[src/rtl/top.sv]
// rtl/top.sv - two-stage registered word datapath with address-decoded op/const configuration
module top (
  input  logic        clk_in,
  input  logic        reset_in,
  input  logic [31:0] config_addr_in,
  input  logic [31:0] config_data_in,
  input  logic        pad_S0_T0_in,
  input  logic        pad_S0_T1_in,
  input  logic        pad_S0_T2_in,
  input  logic        pad_S0_T3_in,
  input  logic        pad_S0_T4_in,
  input  logic        pad_S0_T5_in,
  input  logic        pad_S0_T6_in,
  input  logic        pad_S0_T7_in,
  input  logic        pad_S0_T8_in,
  input  logic        pad_S0_T9_in,
  input  logic        pad_S0_T10_in,
  input  logic        pad_S0_T11_in,
  input  logic        pad_S0_T12_in,
  input  logic        pad_S0_T13_in,
  input  logic        pad_S0_T14_in,
  input  logic        pad_S0_T15_in,
  input  logic        pad_S1_T0_in,
  input  logic        pad_S1_T1_in,
  input  logic        pad_S1_T2_in,
  input  logic        pad_S1_T3_in,
  input  logic        pad_S1_T4_in,
  input  logic        pad_S1_T5_in,
  input  logic        pad_S1_T6_in,
  input  logic        pad_S1_T7_in,
  input  logic        pad_S1_T8_in,
  input  logic        pad_S1_T9_in,
  input  logic        pad_S1_T10_in,
  input  logic        pad_S1_T11_in,
  input  logic        pad_S1_T12_in,
  input  logic        pad_S1_T13_in,
  input  logic        pad_S1_T14_in,
  input  logic        pad_S1_T15_in,
  input  logic        pad_S2_T0_in,
  input  logic        pad_S2_T1_in,
  input  logic        pad_S2_T2_in,
  input  logic        pad_S2_T3_in,
  input  logic        pad_S2_T4_in,
  input  logic        pad_S2_T5_in,
  input  logic        pad_S2_T6_in,
  input  logic        pad_S2_T7_in,
  input  logic        pad_S2_T8_in,
  input  logic        pad_S2_T9_in,
  input  logic        pad_S2_T10_in,
  input  logic        pad_S2_T11_in,
  input  logic        pad_S2_T12_in,
  input  logic        pad_S2_T13_in,
  input  logic        pad_S2_T14_in,
  input  logic        pad_S2_T15_in,
  input  logic        pad_S3_T0_in,
  input  logic        pad_S3_T1_in,
  input  logic        pad_S3_T2_in,
  input  logic        pad_S3_T3_in,
  input  logic        pad_S3_T4_in,
  input  logic        pad_S3_T5_in,
  input  logic        pad_S3_T6_in,
  input  logic        pad_S3_T7_in,
  input  logic        pad_S3_T8_in,
  input  logic        pad_S3_T9_in,
  input  logic        pad_S3_T10_in,
  input  logic        pad_S3_T11_in,
  input  logic        pad_S3_T12_in,
  input  logic        pad_S3_T13_in,
  input  logic        pad_S3_T14_in,
  input  logic        pad_S3_T15_in,
  output logic        pad_S0_T0_out,
  output logic        pad_S0_T1_out,
  output logic        pad_S0_T2_out,
  output logic        pad_S0_T3_out,
  output logic        pad_S0_T4_out,
  output logic        pad_S0_T5_out,
  output logic        pad_S0_T6_out,
  output logic        pad_S0_T7_out,
  output logic        pad_S0_T8_out,
  output logic        pad_S0_T9_out,
  output logic        pad_S0_T10_out,
  output logic        pad_S0_T11_out,
  output logic        pad_S0_T12_out,
  output logic        pad_S0_T13_out,
  output logic        pad_S0_T14_out,
  output logic        pad_S0_T15_out,
  input  logic        tdi,
  input  logic        tms,
  input  logic        tck,
  input  logic        trst_n,
  output logic        tdo
);

  localparam logic [3:0] OP_DOUBLE = 4'd0;
  localparam logic [3:0] OP_PASS   = 4'd1;
  localparam logic [3:0] OP_ADDC   = 4'd2;
  localparam logic [3:0] OP_ADDB   = 4'd3;
  localparam logic [3:0] OP_AND    = 4'd4;

  logic [15:0] a;
  logic [15:0] b;
  logic [15:0] ra;
  logic [15:0] rb;
  logic [15:0] rr;
  logic [15:0] result;
  logic [3:0]  op_reg;
  logic [15:0] const_reg;
  logic        cfg_hit;
  logic        unused_pins;

  // Pad T0 is the word MSB, T15 the LSB.
  assign a = {pad_S2_T0_in,  pad_S2_T1_in,  pad_S2_T2_in,  pad_S2_T3_in,
              pad_S2_T4_in,  pad_S2_T5_in,  pad_S2_T6_in,  pad_S2_T7_in,
              pad_S2_T8_in,  pad_S2_T9_in,  pad_S2_T10_in, pad_S2_T11_in,
              pad_S2_T12_in, pad_S2_T13_in, pad_S2_T14_in, pad_S2_T15_in};
  assign b = {pad_S3_T0_in,  pad_S3_T1_in,  pad_S3_T2_in,  pad_S3_T3_in,
              pad_S3_T4_in,  pad_S3_T5_in,  pad_S3_T6_in,  pad_S3_T7_in,
              pad_S3_T8_in,  pad_S3_T9_in,  pad_S3_T10_in, pad_S3_T11_in,
              pad_S3_T12_in, pad_S3_T13_in, pad_S3_T14_in, pad_S3_T15_in};

  // Pads and field bits the design deliberately does not look at.
  assign unused_pins = ^{pad_S0_T0_in,  pad_S0_T1_in,  pad_S0_T2_in,  pad_S0_T3_in,
                         pad_S0_T4_in,  pad_S0_T5_in,  pad_S0_T6_in,  pad_S0_T7_in,
                         pad_S0_T8_in,  pad_S0_T9_in,  pad_S0_T10_in, pad_S0_T11_in,
                         pad_S0_T12_in, pad_S0_T13_in, pad_S0_T14_in, pad_S0_T15_in,
                         pad_S1_T0_in,  pad_S1_T1_in,  pad_S1_T2_in,  pad_S1_T3_in,
                         pad_S1_T4_in,  pad_S1_T5_in,  pad_S1_T6_in,  pad_S1_T7_in,
                         pad_S1_T8_in,  pad_S1_T9_in,  pad_S1_T10_in, pad_S1_T11_in,
                         pad_S1_T12_in, pad_S1_T13_in, pad_S1_T14_in, pad_S1_T15_in,
                         config_addr_in[7:2], config_data_in[31:16],
                         tdi, tms, tck, trst_n};

  // Only the low 256 bytes of address space decode; [1:0] picks the register.
  assign cfg_hit = (config_addr_in[31:8] == 24'd0);

  // Configuration registers: written unconditionally each edge when decoded.
  always_ff @(posedge clk_in or negedge reset_in) begin
    if (!reset_in) begin
      op_reg    <= OP_DOUBLE;
      const_reg <= 16'd0;
    end else if (cfg_hit) begin
      case (config_addr_in[1:0])
        2'd0:    op_reg    <= config_data_in[3:0];
        2'd1:    const_reg <= config_data_in[15:0];
        default: ;
      endcase
    end
  end

  // Input stage captures both operand words every edge.
  always_ff @(posedge clk_in or negedge reset_in) begin
    if (!reset_in) begin
      ra <= 16'd0;
      rb <= 16'd0;
    end else begin
      ra <= a;
      rb <= b;
    end
  end

  // Operation select; additions wrap naturally at 16 bits.
  always_comb begin
    result = 16'd0;
    case (op_reg)
      OP_DOUBLE: result = {ra[14:0], 1'b0};
      OP_PASS:   result = ra;
      OP_ADDC:   result = ra + const_reg;
      OP_ADDB:   result = ra + rb;
      OP_AND:    result = ra & rb;
      default:   result = 16'd0;
    endcase
  end

  // Result stage; outputs come only from this register.
  always_ff @(posedge clk_in or negedge reset_in) begin
    if (!reset_in) begin
      rr <= 16'd0;
    end else begin
      rr <= result;
    end
  end

  assign pad_S0_T0_out  = rr[15];
  assign pad_S0_T1_out  = rr[14];
  assign pad_S0_T2_out  = rr[13];
  assign pad_S0_T3_out  = rr[12];
  assign pad_S0_T4_out  = rr[11];
  assign pad_S0_T5_out  = rr[10];
  assign pad_S0_T6_out  = rr[9];
  assign pad_S0_T7_out  = rr[8];
  assign pad_S0_T8_out  = rr[7];
  assign pad_S0_T9_out  = rr[6];
  assign pad_S0_T10_out = rr[5];
  assign pad_S0_T11_out = rr[4];
  assign pad_S0_T12_out = rr[3];
  assign pad_S0_T13_out = rr[2];
  assign pad_S0_T14_out = rr[1];
  assign pad_S0_T15_out = rr[0];

  assign tdo = 1'b0;

endmodule

[config.mk]
export PLATFORM = sky130hd
export DESIGN_NAME = top
export DESIGN_NICKNAME = d
export VERILOG_FILES = /design/src/rtl/top.sv
export SDC_FILE = /design/constraint.sdc
export NUM_CORES = 1
export LEC_CHECK = 0
export ABC_CLOCK_PERIOD_IN_PS = 5500
export CAP_MARGIN = 20
export CORE_MARGIN = 1.5
export CORE_UTILIZATION = 47
export DETAILED_ROUTE_END_ITERATION = 12
export GPL_TIMING_DRIVEN = 0
export HOLD_SLACK_MARGIN = 0.03
export PLACE_DENSITY = 0.95
export SLEW_MARGIN = 20
export SYNTH_ARGS = -nofsm -noshare
export SYNTH_HDL_FRONTEND = slang
export SYNTH_SLANG_ARGS = --single-unit
export TNS_END_PERCENT = 10
[constraint.sdc]
create_clock -name clk_in -period 5.5 [get_ports clk_in]
set_clock_uncertainty 0.15 [all_clocks]
set_input_delay 1.1 -clock clk_in [delete_from_list [all_inputs] [get_ports clk_in]]
set_output_delay 1.1 -clock clk_in [all_outputs]
set_load 0.02 [all_outputs]
# Word level (Yosys, flattened, before mapping)
# Cells that the tools add are included.
classes:
  eq_ne: 5
  n_addsub: 2
  n_mux: 1
  reduce_logical: 5
  bitwise_logic: 1
ops:
  columns: ["op", "n"]
  rows:
  - ["one-hot mux 16 bit (5 select lines)", 1]
  - ["adder 16 bit", 2]
  - ["logical NOT 24 bit", 1]
  - ["AND 16 bit", 1]
  - ["== test 4 x 2 -> 1 bit (second input constant)", 2]
  - ["== test 4 x 1 -> 1 bit (second input constant)", 1]
  - ["== test 4 x 3 -> 1 bit (second input constant)", 1]
  - ["logical NOT 4 bit", 1]
  - ["AND reduction 2 bit", 2]
  - ["== test 2 x 1 -> 1 bit (second input constant)", 1]
  - ["logical NOT 2 bit", 1]
totals:
  elab_cells: 19
  in_bits: 134
  reg_bits: 68

# Depth between registers and ports, before layout
logic_depth:
  word_depth: 2
  mapped_depth: 13
  depth_no_buf: 10

# Worst setup path before layout
# No wires, ideal clock.
synth_timing:
  kind: "register to register"
  start: "register op_reg[2]"
  end: "register rr[12]"
  setup_slack_ps: 2465
  n_path_buf: 3
  t_required_ps: 5226
  setup_ps: 124
  arrival_ps: 2761
  stages_incl_launch_ff: 14
  period_less_slack_ps: 3035
  cell_sequence: "dfrtp_1 -> buf_2 -> nand4bb_1 -> buf_2 -> buf_2 -> mux2_2 -> ha_1 -> inv_1 -> fa_1 -> nand3b_1 -> a21oi_1 -> nor3b_2 -> o2111a_1 -> a211o_1"
synth_between:
  elab_chain_cells: 2
  word_cells_on_any_way: 6
synth_lines:
  columns: ["element", "line_no", "source"]
  rows:
  - ["start, declared", "106", "logic [3:0] op_reg;"]
  - ["start signal, assigned", "143", "2'd0: op_reg <= config_data_in[3:0];"]
  - ["== test 4 x 3 -> 1 bit (tied with other cells)", "164", "case (op_reg)"]
  - ["one-hot mux 16 bit (5 select lines) (*)", "164", null]
  - ["net result[12]", "105", "logic [15:0] result;"]
  - ["end signal, assigned", "179", "rr <= result;"]
  - ["end, declared", "104", "logic [15:0] rr;"]
# The timed path passes the listed nets; every way through them passes the cells marked *.
# A chain may end at the register's enable or synchronous reset.

# Worst setup path after layout
layout_timing:
  start: "register op_reg[0]"
  end: "register rr[14]"
# The elaborated chain is that of the path after synthesis.

==> results.py <==
metrics = {
    "sta": {
        "hold_viol": 0,
        "drv_slew": 0,
        "fin_crit_sh": 0.6620,
        "setup_violations": 0,
        "fin_crit_ps": 3641,
        "timing.slew.headroom": 0.5853,
        "fmax_ghz": 0.2747,
        "worstMarginPinSlew_ps": 622.1,
        "tns_ps": 0,
        "rsz0062_at_grt": "false",
    },
    "clocking": {
        "clk-insertion-delay-late_ps": 360,
        "clockBufferDepth": 2,
        "cts-htree-levels": 3,
        "clkTransAtPathRegs_ps": 70,
        "ctsHoldBuffers": 0,
        "cts_buffers": 9,
        "root_buffer": "clkbuf_8",
        "cts_tree": "done",
        "postCtsSetupRepairBufs": 0,
        "cts.sinks": 68,
        "post_cts_resized": 0,
    },
    "worst_setup_path": {
        "cp_max_fo": 10,
        "worstPathArrival_ps": 3730,
        "crit_family": "compound AO/OA/AOI/OAI gates",
        "worst_ep_required_time_ps": 5590,
        "cpMostUsedCell": "buf_2",
        "worst_setup_path_start_kind": "flip-flop",
        "cpPeakStageDelay_ps": 410,
        "path_cells": "buf_2 -> nand4bb_1 -> buf_2 -> buf_2 -> mux2_2 -> ha_1 -> inv_1 -> fa_1 -> nand3b_1 -> a21oi_1 -> o21ai_0 -> a211o_1 -> o211ai_1",
        "crit_slowest_cell": "fa_1",
        "crit_buf_inv": 4,
        "cp-end-kind": "flip-flop",
        "crit_type": "flip-flop to flip-flop",
    },
    "placed_design": {
        "dp_hpwl_mm": 7.247,
        "place_congestion": 0.9027,
        "port-buffer-count": 91,
    },
    "synth": {
        "synth_most_common_cell": "dfrtp_1",
        "seq_area_frac_synth": 0.4672,
        "mappedNetlistNets": 476,
        "avgSynthCellArea_um2": 11.28,
        "synth_top_family_by_area": "multiplexers",
        "syn_area_um2": 3642,
        "synth.area.top_cells": "dfrtp_1 (47%), mux2_2 (7.7%), ha_1 (6.2%)",
        "synth_edf_count": 0,
        "synth_cells": 323,
        "synthTopCellsByCount": "dfrtp_1 (68), mux2_2 (25), a21oi_1 (24)",
        "synthAdderAreaFrac": 0.06733,
        "synthSimpleGateAreaFrac": 0.1216,
        "synth_xor_area_frac": 0.01924,
        "yosys.area.top_type": "dfrtp_1",
        "synth_mux_area_frac": 0.1542,
        "yosys_warnings": 0,
        "async_reset_ff_frac": 1.000,
        "ys_seq_elements": 68,
        "synth_compound_area_frac": 0.1357,
        "synth.distinct_cells": 53,
        "synth_top_cell_area_share": 0.4672,
        "synth-main-ff-cell": "dfrtp_1",
    },
    "route": {
        "viasPerCell": 5.704,
        "dr.pass1.iters": 4,
        "final_antenna_net_count": 0,
        "wl_mm": 9.662,
        "wl_per_cell_um": 18.23,
        "drc": 0,
        "num_vias": 3023,
        "drt_iter0_drc": 193,
    },
    "pwr": {
        "vdd_drop_max_mv": 0.1400,
        "p_int_mw": 0.7989,
        "p_leak_nw": 2.095,
        "powerDensity_nw_per_um2": 215.7,
        "sw_frac_of_total": 0.2422,
        "p_seq_frac": 0.503,
        "p_comb_frac": 0.118,
        "p_clk_frac": 0.379,
        "switchingPower_mw": 0.2553,
    },
    "final_layout": {
        "seq_area_um2": 1702,
        "final_util": 0.6632,
        "fillers": 568,
        "multi_input_area_um2": 1818,
        "insertedDiodeCount": 0,
        "nets": 579,
        "drive_above_1_share": 0.1624,
        "syn2layout_area_growth_pct": 34.18,
    },
    "job": {
        "cap_violations": 0,
    },
    "grt": {
        "first_global_vias": 3162,
        "grt_usage": 0.2489,
        "grt_max_degree": 36,
        "antenna_found_initial": 0,
        "grt_pass1_wl_mm": 15.73,
        "gr-total-overflow": 0,
    },
    "floorplan": {
        "rows": 31,
        "core_region_area_um2": 7370,
        "dieHeight_um": 91.03,
        "boundaryPins": 151,
        "start_util": 0.4942,
        "die-area_um2": 8286,
        "die_w_um": 91.03,
    },
    "min_path": {
        "min_path_type": "flip-flop to flip-flop",
    },
    "outcome": {
        "outcome": "finished, final reports clean",
    },
}
-- cell usage in the layout (no fill, tap or decap), drive strengths merged, types with 3 or more instances in the layout --
| master | instances |
|---|---|
| clkbuf | 16 |
| o211ai | 3 |
| a211o | 3 |
| clkdlybuf4s50 | 90 |
| mux2i | 13 |
| dfrtp | 68 |
| nand2 | 13 |
| nor3 | 6 |
| ha | 18 |
| a21oi | 24 |
| buf | 11 |
| nand3 | 7 |
| inv | 10 |
| xnor2 | 3 |
| o21ai | 11 |
| xor2 | 5 |
| a21o | 3 |
| and3 | 4 |
| nand4 | 7 |
| a31oi | 11 |
| o22ai | 6 |
| nor2 | 18 |
| nor2b | 4 |
| nor4 | 6 |
| mux2 | 35 |
| clkinvlp | 4 |
-- metrics by stage --
step | cell area [um^2] | instances | hold slack [ps] | setup WS (ps) | total power [mW]
after global routing | 4887 | 530 | 373.0 | 1616 | 1.097
after floorplan | 3642 | 323 | 325.0 | 2465 | 0.5740
after CTS | 4887 | 530 | 358.8 | 1906 | 1.061
after detailed placement | 4695 | 514 | 341.9 | 1936 | 0.6630
final | 4887 | 530 | 359.2 | 1859 | 1.054
after global placement | 4677 | 513 | 335.9 | 1176 | 0.6571
-- per-layer routing --
metal  vias up  wire length [um]  GRT usage
met5         -                 0          0
met4         0               258     0.1120
met3        22               654    0.06784
met2       139              4823     0.4098
met1      1460              3926     0.3037
li1       1402                 -          -
-- power by group through the flow --
stage | clock, mW | combinational, mW | sequential (mW)
after global placement | 0 | 0.119 | 0.538
final | 0.400 | 0.124 | 0.530
after global routing | 0.430 | 0.135 | 0.532
after detailed placement | 0 | 0.124 | 0.539
after CTS | 0.406 | 0.125 | 0.530
after floorplan | 0 | 0.0309 | 0.543
-- cell families (layout without fill, tap and decap cells) --
family          Yosys count  in the layout
simple gates             76             76
mux                      48             48
fa+ha+maj                19             19
other cells               1              1
compound gates           78             78
buf+inv                  25            133
flops                    68             68
xor+xnor                  8              8
-- path summary, 6_finish.rpt --
kind                                               start                   endpoint  slack, ps  cells past startpoint
worst max-delay path               op_reg[0]$_DFFE_PN0P_           rr[14]$_DFF_PN0_       1860                     13
worst min-delay path            const_reg[0]$_DFFE_PN0P_   const_reg[0]$_DFFE_PN0P_        360                      1
worst max register to register     op_reg[0]$_DFFE_PN0P_           rr[14]$_DFF_PN0_       1860                     13
worst min register to register  const_reg[0]$_DFFE_PN0P_   const_reg[0]$_DFFE_PN0P_        360                      1
max in group asynchronous                       reset_in  const_reg[13]$_DFFE_PN0P_       4140                      2
min in group asynchronous                       reset_in            rr[5]$_DFF_PN0_        530                      1
-- area by class of cell --
type	count	area share
multi-input cells	230	0.3720
flip-flops and latches	68	0.3482
inverters	10	0.007680
clock buffers	10	0.02611
well taps	99	0.02535
clock inverters	6	0.01331
repair buffers	92	0.1900
plain buffers	15	0.01741
Note: power is estimated with default switching activity, not from simulation.
